`src/rtl/frame_buf_reader.sv`:
```
// Raster read-out engine: sweeps one frame from the frame-buffer memory and
// streams it out through a 3-entry FIFO as valid/ready pixels with sof/eol tags.
module frame_buf_reader #(
  parameter int DATA_WIDTH = 16,
  parameter int ADDR_WIDTH = 3,
  parameter int H_PIXELS   = 4,
  parameter int V_LINES    = 2,
  parameter int BASE_ADDR  = 0
) (
  input  logic                  clk,
  input  logic                  reset,
  input  logic                  start,
  output logic                  busy,
  output logic                  frame_done,
  output logic                  mem_rd_en,
  output logic [ADDR_WIDTH-1:0] mem_rd_addr,
  input  logic [DATA_WIDTH-1:0] mem_rd_data,
  output logic [DATA_WIDTH-1:0] pix_data,
  output logic                  pix_valid,
  input  logic                  pix_ready,
  output logic                  pix_sof,
  output logic                  pix_eol
);

  localparam int CW = (H_PIXELS > 1) ? $clog2(H_PIXELS) : 1;
  localparam int LW = (V_LINES > 1) ? $clog2(V_LINES) : 1;
  localparam logic [ADDR_WIDTH-1:0] BASE_A   = ADDR_WIDTH'(BASE_ADDR);
  localparam logic [CW-1:0]         COL_LAST = CW'(H_PIXELS - 1);
  localparam logic [LW-1:0]         LINE_LAST = LW'(V_LINES - 1);

  typedef enum logic [1:0] {IDLE, FETCH, DRAIN, DONE} state_t;

  state_t                  state_q, state_d;
  logic [CW-1:0]           col_q, col_d;
  logic [LW-1:0]           line_q, line_d;
  logic [ADDR_WIDTH-1:0]   addr_q, addr_d;
  logic                    in_flight_q, in_flight_d;
  logic                    sof_fl_q, sof_fl_d;
  logic                    eol_fl_q, eol_fl_d;
  logic [1:0]              count_q, count_d;
  logic [1:0]              rd_ptr_q, rd_ptr_d;
  logic [1:0]              wr_ptr_q, wr_ptr_d;
  logic [DATA_WIDTH-1:0]   fifo_data_q [3];
  logic [DATA_WIDTH-1:0]   fifo_data_d [3];
  logic [2:0]              fifo_sof_q, fifo_sof_d;
  logic [2:0]              fifo_eol_q, fifo_eol_d;

  logic issue, push, pop, last_pix;

  assign busy        = (state_q != IDLE);
  assign frame_done  = (state_q == DONE);
  assign mem_rd_en   = issue;
  assign mem_rd_addr = addr_q;
  assign pix_valid   = (count_q != 2'd0);
  assign pix_data    = fifo_data_q[rd_ptr_q];
  assign pix_sof     = fifo_sof_q[rd_ptr_q];
  assign pix_eol     = fifo_eol_q[rd_ptr_q];

  always_comb begin
    state_d     = state_q;
    col_d       = col_q;
    line_d      = line_q;
    addr_d      = addr_q;
    count_d     = count_q;
    rd_ptr_d    = rd_ptr_q;
    wr_ptr_d    = wr_ptr_q;
    fifo_data_d = fifo_data_q;
    fifo_sof_d  = fifo_sof_q;
    fifo_eol_d  = fifo_eol_q;

    // Issue decision uses only registered occupancy, never pix_ready.
    issue    = (state_q == FETCH) && ((3'(count_q) + 3'(in_flight_q)) < 3'd3);
    last_pix = (col_q == COL_LAST) && (line_q == LINE_LAST);
    push     = in_flight_q;
    pop      = pix_valid && pix_ready;

    in_flight_d = issue;
    sof_fl_d    = (col_q == '0) && (line_q == '0);
    eol_fl_d    = (col_q == COL_LAST);

    if (push) begin
      fifo_data_d[wr_ptr_q] = mem_rd_data;
      fifo_sof_d[wr_ptr_q]  = sof_fl_q;
      fifo_eol_d[wr_ptr_q]  = eol_fl_q;
      wr_ptr_d = (wr_ptr_q == 2'd2) ? 2'd0 : wr_ptr_q + 2'd1;
    end
    if (pop) begin
      rd_ptr_d = (rd_ptr_q == 2'd2) ? 2'd0 : rd_ptr_q + 2'd1;
    end
    case ({push, pop})
      2'b10:   count_d = count_q + 2'd1;
      2'b01:   count_d = count_q - 2'd1;
      default: count_d = count_q;
    endcase

    if (issue) begin
      addr_d = addr_q + ADDR_WIDTH'(1);
      if (col_q == COL_LAST) begin
        col_d  = '0;
        line_d = line_q + LW'(1);
      end else begin
        col_d = col_q + CW'(1);
      end
    end

    case (state_q)
      IDLE: begin
        col_d  = '0;
        line_d = '0;
        addr_d = BASE_A;
        if (start) state_d = FETCH;
      end
      FETCH: if (issue && last_pix) state_d = DRAIN;
      DRAIN: if ((count_d == 2'd0) && !in_flight_q) state_d = DONE;
      DONE:  state_d = IDLE;
      default: state_d = IDLE;
    endcase
  end

  always_ff @(posedge clk) begin
    if (reset) begin
      state_q     <= IDLE;
      col_q       <= '0;
      line_q      <= '0;
      addr_q      <= BASE_A;
      in_flight_q <= 1'b0;
      sof_fl_q    <= 1'b0;
      eol_fl_q    <= 1'b0;
      count_q     <= 2'd0;
      rd_ptr_q    <= 2'd0;
      wr_ptr_q    <= 2'd0;
      fifo_sof_q  <= '0;
      fifo_eol_q  <= '0;
      for (int i = 0; i < 3; i++) fifo_data_q[i] <= '0;
    end else begin
      state_q     <= state_d;
      col_q       <= col_d;
      line_q      <= line_d;
      addr_q      <= addr_d;
      in_flight_q <= in_flight_d;
      sof_fl_q    <= sof_fl_d;
      eol_fl_q    <= eol_fl_d;
      count_q     <= count_d;
      rd_ptr_q    <= rd_ptr_d;
      wr_ptr_q    <= wr_ptr_d;
      fifo_sof_q  <= fifo_sof_d;
      fifo_eol_q  <= fifo_eol_d;
      fifo_data_q <= fifo_data_d;
    end
  end

endmodule
```
`config.mk`:
```
export PLATFORM = sky130hd
export DESIGN_NAME = frame_buf_reader
export DESIGN_NICKNAME = d
export VERILOG_FILES = /design/src/rtl/frame_buf_reader.sv
export SDC_FILE = /design/constraint.sdc
export NUM_CORES = 1
export LEC_CHECK = 0
export ABC_AREA = 1
export BUFFER_PORTS_ARGS = -buffer_cell sky130_fd_sc_hd__buf_2
export CAP_MARGIN = 0
export CORE_MARGIN = 2
export CORE_UTILIZATION = 28
export CTS_BUF_LIST = sky130_fd_sc_hd__clkbuf_8 sky130_fd_sc_hd__clkbuf_16
export CTS_CLUSTER_SIZE = 8
export DETAILED_ROUTE_END_ITERATION = 8
export PLACE_DENSITY = 0.54
export SKIP_LAST_GASP = 1
export SLEW_MARGIN = 10
export SYNTH_ARGS = -nofsm -noshare
export SYNTH_HDL_FRONTEND = slang
export SYNTH_SLANG_ARGS = --single-unit
```
`constraint.sdc`:
```
create_clock -name clk -period 1.9 [get_ports clk]
set_input_delay 0.38 -clock clk [delete_from_list [all_inputs] [get_ports clk]]
set_output_delay 0.38 -clock clk [all_outputs]
set_load 0.005 [all_outputs]
```
==> results of run 1 <==
[registers in the layout (all words and copies together), names as in the netlist, 2 cells and up]
signal	flops
wr_ptr_q	2
fifo_eol_q	3
fifo_data_q	48
col_q	2
rd_ptr_q	2
fifo_sof_q	3
mem_rd_addr	3
state_q	2
count_q	2
[path summary, 6_finish.rpt]
kind | end | start | cells past startpoint | slack (ps)
worst max-delay path | mem_rd_en | in_flight_q$_SDFF_PP0_ | 6 | 40
worst min-delay path | fifo_data_q[14]$_SDFFE_PP0P_ | mem_rd_data[14] | 3 | 300
worst max register to register | state_q[1]$_SDFFE_PP0P_ | count_q[0]$_SDFF_PP0_ | 14 | 240
worst min register to register | fifo_data_q[16]$_SDFFE_PP0P_ | fifo_data_q[16]$_SDFFE_PP0P_ | 2 | 450
[worst max-delay path: stages, from the launching register on]
cell and delay [ps]:
dfxtp_4 350, ha_1 200, ha_1 270, nand2_1 100, nand2_2 70, inv_2 70, buf_2 100
[timing repair]
item,CTS,global route
hold buffers,0,0
pin swaps,0,0
resized for setup,13,9
setup buffers,2,0
setup endpoints to repair,18,14
[cell type report]
class	count	area (um^2)	share of cell area, %
timing repair buffer	58	354	9.52
clock buffer	10	138	3.70
inverter	40	155	4.17
clock inverter	4	47.5	1.28
tap	136	170	4.57
multi-input combinational	274	1430	38.3
sequential	71	1430	38.4
[power by group through the flow]
stage	sequential (W)	clock [W]	combinational, W
global route	0.00185	0.00126	0.00193
finish	0.00182	0.00116	0.00170
global placement	0.00183	0	0.00157
detailed placement	0.00183	0	0.00158
CTS	0.00181	0.00120	0.00167
floorplan	0.00180	0	0.000994
[cells in the final DEF (no fill, tap or decap), types with 2 or more instances in the layout]
cell type	netlist	final
buf_12	0	2
inv_2	5	5
nor2_1	121	121
buf_2	10	44
clkinv_2	0	2
dfxtp_4	0	2
o21ai_0	61	61
a21oi_1	30	30
nand2_1	24	22
inv_1	35	34
clkbuf_8	0	10
buf_4	0	11
o32ai_2	0	7
dfxtp_1	71	68
nand2_2	1	2
ha_1	10	10
nand4_1	2	2
o32ai_1	18	11
nand3_1	3	3
[per-layer routing]
metal  routed length (um)  track usage, %  up-vias
li1                     -               -     1426
met2                 3640            23.8       55
met4                   93            4.40        0
met5                    0               0        -
met1                 3470            18.1     1300
met3                  429            3.86        8
[cell families (layout without fill, tap and decap cells)]
kind of cell / Yosys count / in the layout / synth area share [%]
adder cells (fa/ha/maj): 10 / 10 / 4.13
AO/OA/AOI/OAI: 111 / 111 / 20.8
buffers and inverters: 60 / 112 / 8.21
flip-flops: 71 / 71 / 46.9
AND/OR/NAND/NOR: 153 / 153 / 20.0
[metrics by stage]
stage                     power [W]  util [%]  TNS, ps
after global routing        0.00504      35.7    -40.3
after CTS                   0.00468      35.3        0
after detailed placement    0.00342      33.0        0
after floorplan             0.00279         -        0
final                       0.00468      35.7        0
after global placement      0.00340      33.0        0
==> impl_metrics.yaml, run 1 <==
synthesis:
  synthMostInstantiatedCell: "nor2_1"
  syn_area_per_cell_um2: 7.49
  synthFlopType: "dfxtp_1"
  syn_nets: 435
  synthTopCellsByArea: "dfxtp_1 (47%), nor2_1 (15%), o21ai_0 (10%)"
  synthArstFlopShare_pct: 0
  netlist_area_um2: 3030
  synthTopCellsByCount: "nor2_1 (121), dfxtp_1 (71), o21ai_0 (61)"
  yosys.area.top_type: "dfxtp_1"
  synth-seq-cells: 71
  ys_types: 21
  synth-seq-area-share_pct: 46.9
  synthCells: 405
  synth_edf_count: 0
  yosys_warnings: 0
  synth_top_area_share_pct: 46.9
place:
  place_area_um2: 3430
  placed_cells: 578
  post-place-ws_ps: 185
  dp_hpwl_um: 5110
  gp_congestion: 0.766
  io_buffers: 44
global_route:
  grt-ovfl-total: 0
  grt_max_degree: 57
  gr-usage-all-layers_pct: 14.3
  grt_pass1_wl_um: 13200
  antenna_found_initial: 0
  grt_pass1_vias: 2723
power_and_ir_drop:
  ir_drop_uv: 531
  p_int_w: 0.00305
  share_comb_of_total_power_pct: 36.4
  switching_share_pct: 34.8
  p_switching_w: 0.00163
  powerDensity_nw_per_um2: 1260
  clockPowerShare_pct: 24.8
  p_seq_share_pct: 38.8
  leakage_nw: 1.64
detailed_routing:
  vias_per_cell: 4.70
  wl_per_cell_um: 12.9
  drt-pass1-iter-count: 4
  num_vias: 2789
  drc_errors: 0
  routed_wl_um: 7640
  antenna_left: 0
  drt_iter0_drc: 147
sta:
  period_needed_ps: 1860
  fmax_ghz: 0.536
  period_share_pct: 98.1
  finalSetupViolCount: 0
  holdWs_ps: 300
  skew_ps: 11.0
  maxSlewViolCount: 0
  rsz0062_at_grt: "yes"
  worst_slack_ps: 35.6
  max_slew_margin_pct: 56.3
  worstMarginPinSlew_ps: 653
  finalHoldViolCount: 0
layout:
  final_cell_area_um2: 3720
  nNetsFinal: 484
  fin_cells: 593
  antenna_cells: 0
  layout-drive-gt1-share_pct: 20.6
  syn_to_final_growth_pct: 22.6
  fill_cells: 1112
floorplanning:
  fp.dieW_um: 108
  initial_core_util_pct: 29.1
  io_pins: 45
  dieArea_um2: 11700
  core.rowCount: 37
  core_area_um2: 10400
  die_h_um: 108
clock_network:
  clkTransAtPathRegs_ps: 70
  cts_num_sinks: 71
  clock_latency_ps: 340
  cts_inserted_buffers: 9
  cts_root_buf: "clkbuf_8"
  htree_levels: 3
  clk_path_buf_depth: 2
  cts_tree: "built"
flow_run:
  max-cap-violations: 0
min_path:
  holdCritPathClass: "input pin to flop"
outcome:
  status: "complete, no violations"
worst_setup_path:
  worstPathArrival_ps: 1480
  setup.worst_path.class: "flop to output pin"
  endpoint_kind: "output pin"
  cp_max_fo: 2
  required_ps: 1520
  crit_path_start_kind: "flop"
(Power assumes the default switching activity.)
==> run 2, diff against run 1 <==
Settings changed: RECOVER_POWER set to 25.
==> run 2 against run 1 <==
Net effect:
- sequential power barely moved
- critical path type unchanged
- core utilization decreased by 0.11 points
- via count fell by 1.5%
- non-clock buffer count unchanged
- clock-buffer cell count did not move
- routed wire length fell by 1.1%
==> impl_metrics.yaml, run 2 (synthesized netlist as in run 1, its figures left out) <==
outcome:
  status: "complete, no violations"
power_and_ir_drop:
  p_seq_share_pct: 38.8
  p_int_w: 0.00305
  share_comb_of_total_power_pct: 36.2
  p_total_w: 0.00466
  powerDensity_nw_per_um2: 1260
  switching_share_pct: 34.6
  clockPowerShare_pct: 24.9
  ir_drop_uv: 531
  p_switching_w: 0.00162
  leakage_nw: 1.64
worst_setup_path:
  crit_family: "adder cells"
  critical_path.slowest_cell: "dfxtp_4"
  crit_path_start_kind: "flop"
  cpMostUsedCell: "ha_1"
  cp_max_fo: 2
  cp_num_buf_inv: 2
  setup.worst_path.class: "flop to output pin"
  worstPathArrival_ps: 1480
  slowest_delay_ps: 350
  required_ps: 1520
  endpoint_kind: "output pin"
  crit_path_cell_trace: "ha_1, ha_1, nand2_1, nand2_2, inv_2, buf_2"
clock_network:
  cts_root_buf: "clkbuf_8"
  cts_num_sinks: 71
  cts-hold-fix-buffers: 0
  cts_inserted_buffers: 9
  htree_levels: 3
  clk_path_buf_depth: 2
  cts_tree: "built"
  clkTransAtPathRegs_ps: 70
  clock_latency_ps: 340
sta:
  max_slew_margin_pct: 53.5
  skew_ps: 11.0
  fmax_ghz: 0.536
  period_needed_ps: 1860
  worstMarginPinSlew_ps: 696
  finalHoldViolCount: 0
  maxSlewViolCount: 0
  rsz0062_at_grt: "yes"
  period_share_pct: 98.1
  worst_slack_ps: 35.6
  finalSetupViolCount: 0
layout:
  top_register: "fifo_data_q"
  fin_cells: 593
  largest_reg_flops: 48
  layout_commonest_cell: "nor2_1"
  nNetsFinal: 484
  layout_common_cells: "nor2_1 (121), dfxtp_1 (68), o21ai_0 (61)"
  syn_to_final_growth_pct: 22.3
  layout-drive-gt1-share_pct: 19.9
  antenna_cells: 0
detailed_routing:
  wl_per_cell_um: 12.7
  drc_errors: 0
  antenna_left: 0
  vias_per_cell: 4.63
  drt_iter0_drc: 145
  num_vias: 2748
  drt-pass1-iter-count: 4
  routed_wl_um: 7560
floorplanning:
  core_area_um2: 10400
  initial_core_util_pct: 29.1
  io_pins: 45
  fp.dieW_um: 108
  dieArea_um2: 11700
  core.rowCount: 37
  die_h_um: 108
global_route:
  gr-usage-all-layers_pct: 14.3
  grt_pass1_wl_um: 13200
  antenna_found_initial: 0
  grt_max_degree: 57
  grt_pass1_vias: 2723
  grt-ovfl-total: 0
place:
  io_buffers: 44
  dp_hpwl_um: 5110
  post-place-ws_ps: 185
  placed_cells: 578
  gp_congestion: 0.766
min_path:
  holdCritPathClass: "input pin to flop"
flow_run:
  max-cap-violations: 0
run 2: final timing paths:
| kind | startpoint | to | slack [ps] | cells after the start |
|---|---|---|---|---|
| setup / recovery | in_flight_q$_SDFF_PP0_ | mem_rd_en | 40 | 6 |
| hold reg to reg | fifo_data_q[16]$_SDFFE_PP0P_ | fifo_data_q[16]$_SDFFE_PP0P_ | 450 | 2 |
| setup reg to reg | count_q[0]$_SDFF_PP0_ | state_q[1]$_SDFFE_PP0P_ | 240 | 14 |
| hold / removal | mem_rd_data[0] | fifo_data_q[32]$_SDFFE_PP0P_ | 300 | 3 |
run 2: tightest hold or removal path: stages:
cell and delay [ps]:
buf_2 100, nor2_1 40, nor2_1 80
run 2: timing repair:
item / CTS / global route
hold endpoints to repair: 0 / 0
endpoints found under the setup margin: 18 / 14
gates resized for setup: 13 / 9
setup buffers: 2 / 0
run 2: power by group through the flow:
| stage | logic (W) | clock network (W) | registers [W] |
|---|---|---|---|
| 6_report | 0.00169 | 0.00116 | 0.00181 |
| 5_1_grt | 0.00192 | 0.00126 | 0.00185 |
| 4_1_cts | 0.00167 | 0.00120 | 0.00181 |
| 3_5_place_dp | 0.00158 | 0 | 0.00183 |
| 3_3_place_gp | 0.00157 | 0 | 0.00183 |
| 2_1_floorplan | 0.000994 | 0 | 0.00180 |
run 2: through the flow:
step	instance area [um^2]	utilization (%)	TNS [ps]	hold slack (ps)
after detailed placement	3430	33.0	0	445
after global placement	3430	33.0	0	440
after CTS	3670	35.3	0	282
after global routing	3710	35.6	-40.3	289
final	3710	35.6	0	300
after floorplan	3030	-	0	429
run 2: final cells by class:
class,count,area (um^2)
Clock buffer,10,138
Clock inverter,4,47.5
Fill cell,1114,6710
Inverter,40,155
Multi-Input combinational cell,274,1410
Sequential cell,71,1430
Tap cell,136,170
Timing Repair Buffer,58,354
run 2: per-layer routing:
layer  up-vias  part of all wire (%)  GRT usage, %
met5         -                     0             0
met4         0                  0.53          4.40
met3         2                   5.1          3.86
met2        49                    49          23.8
met1      1271                    45          18.1
li1       1426                     -             -
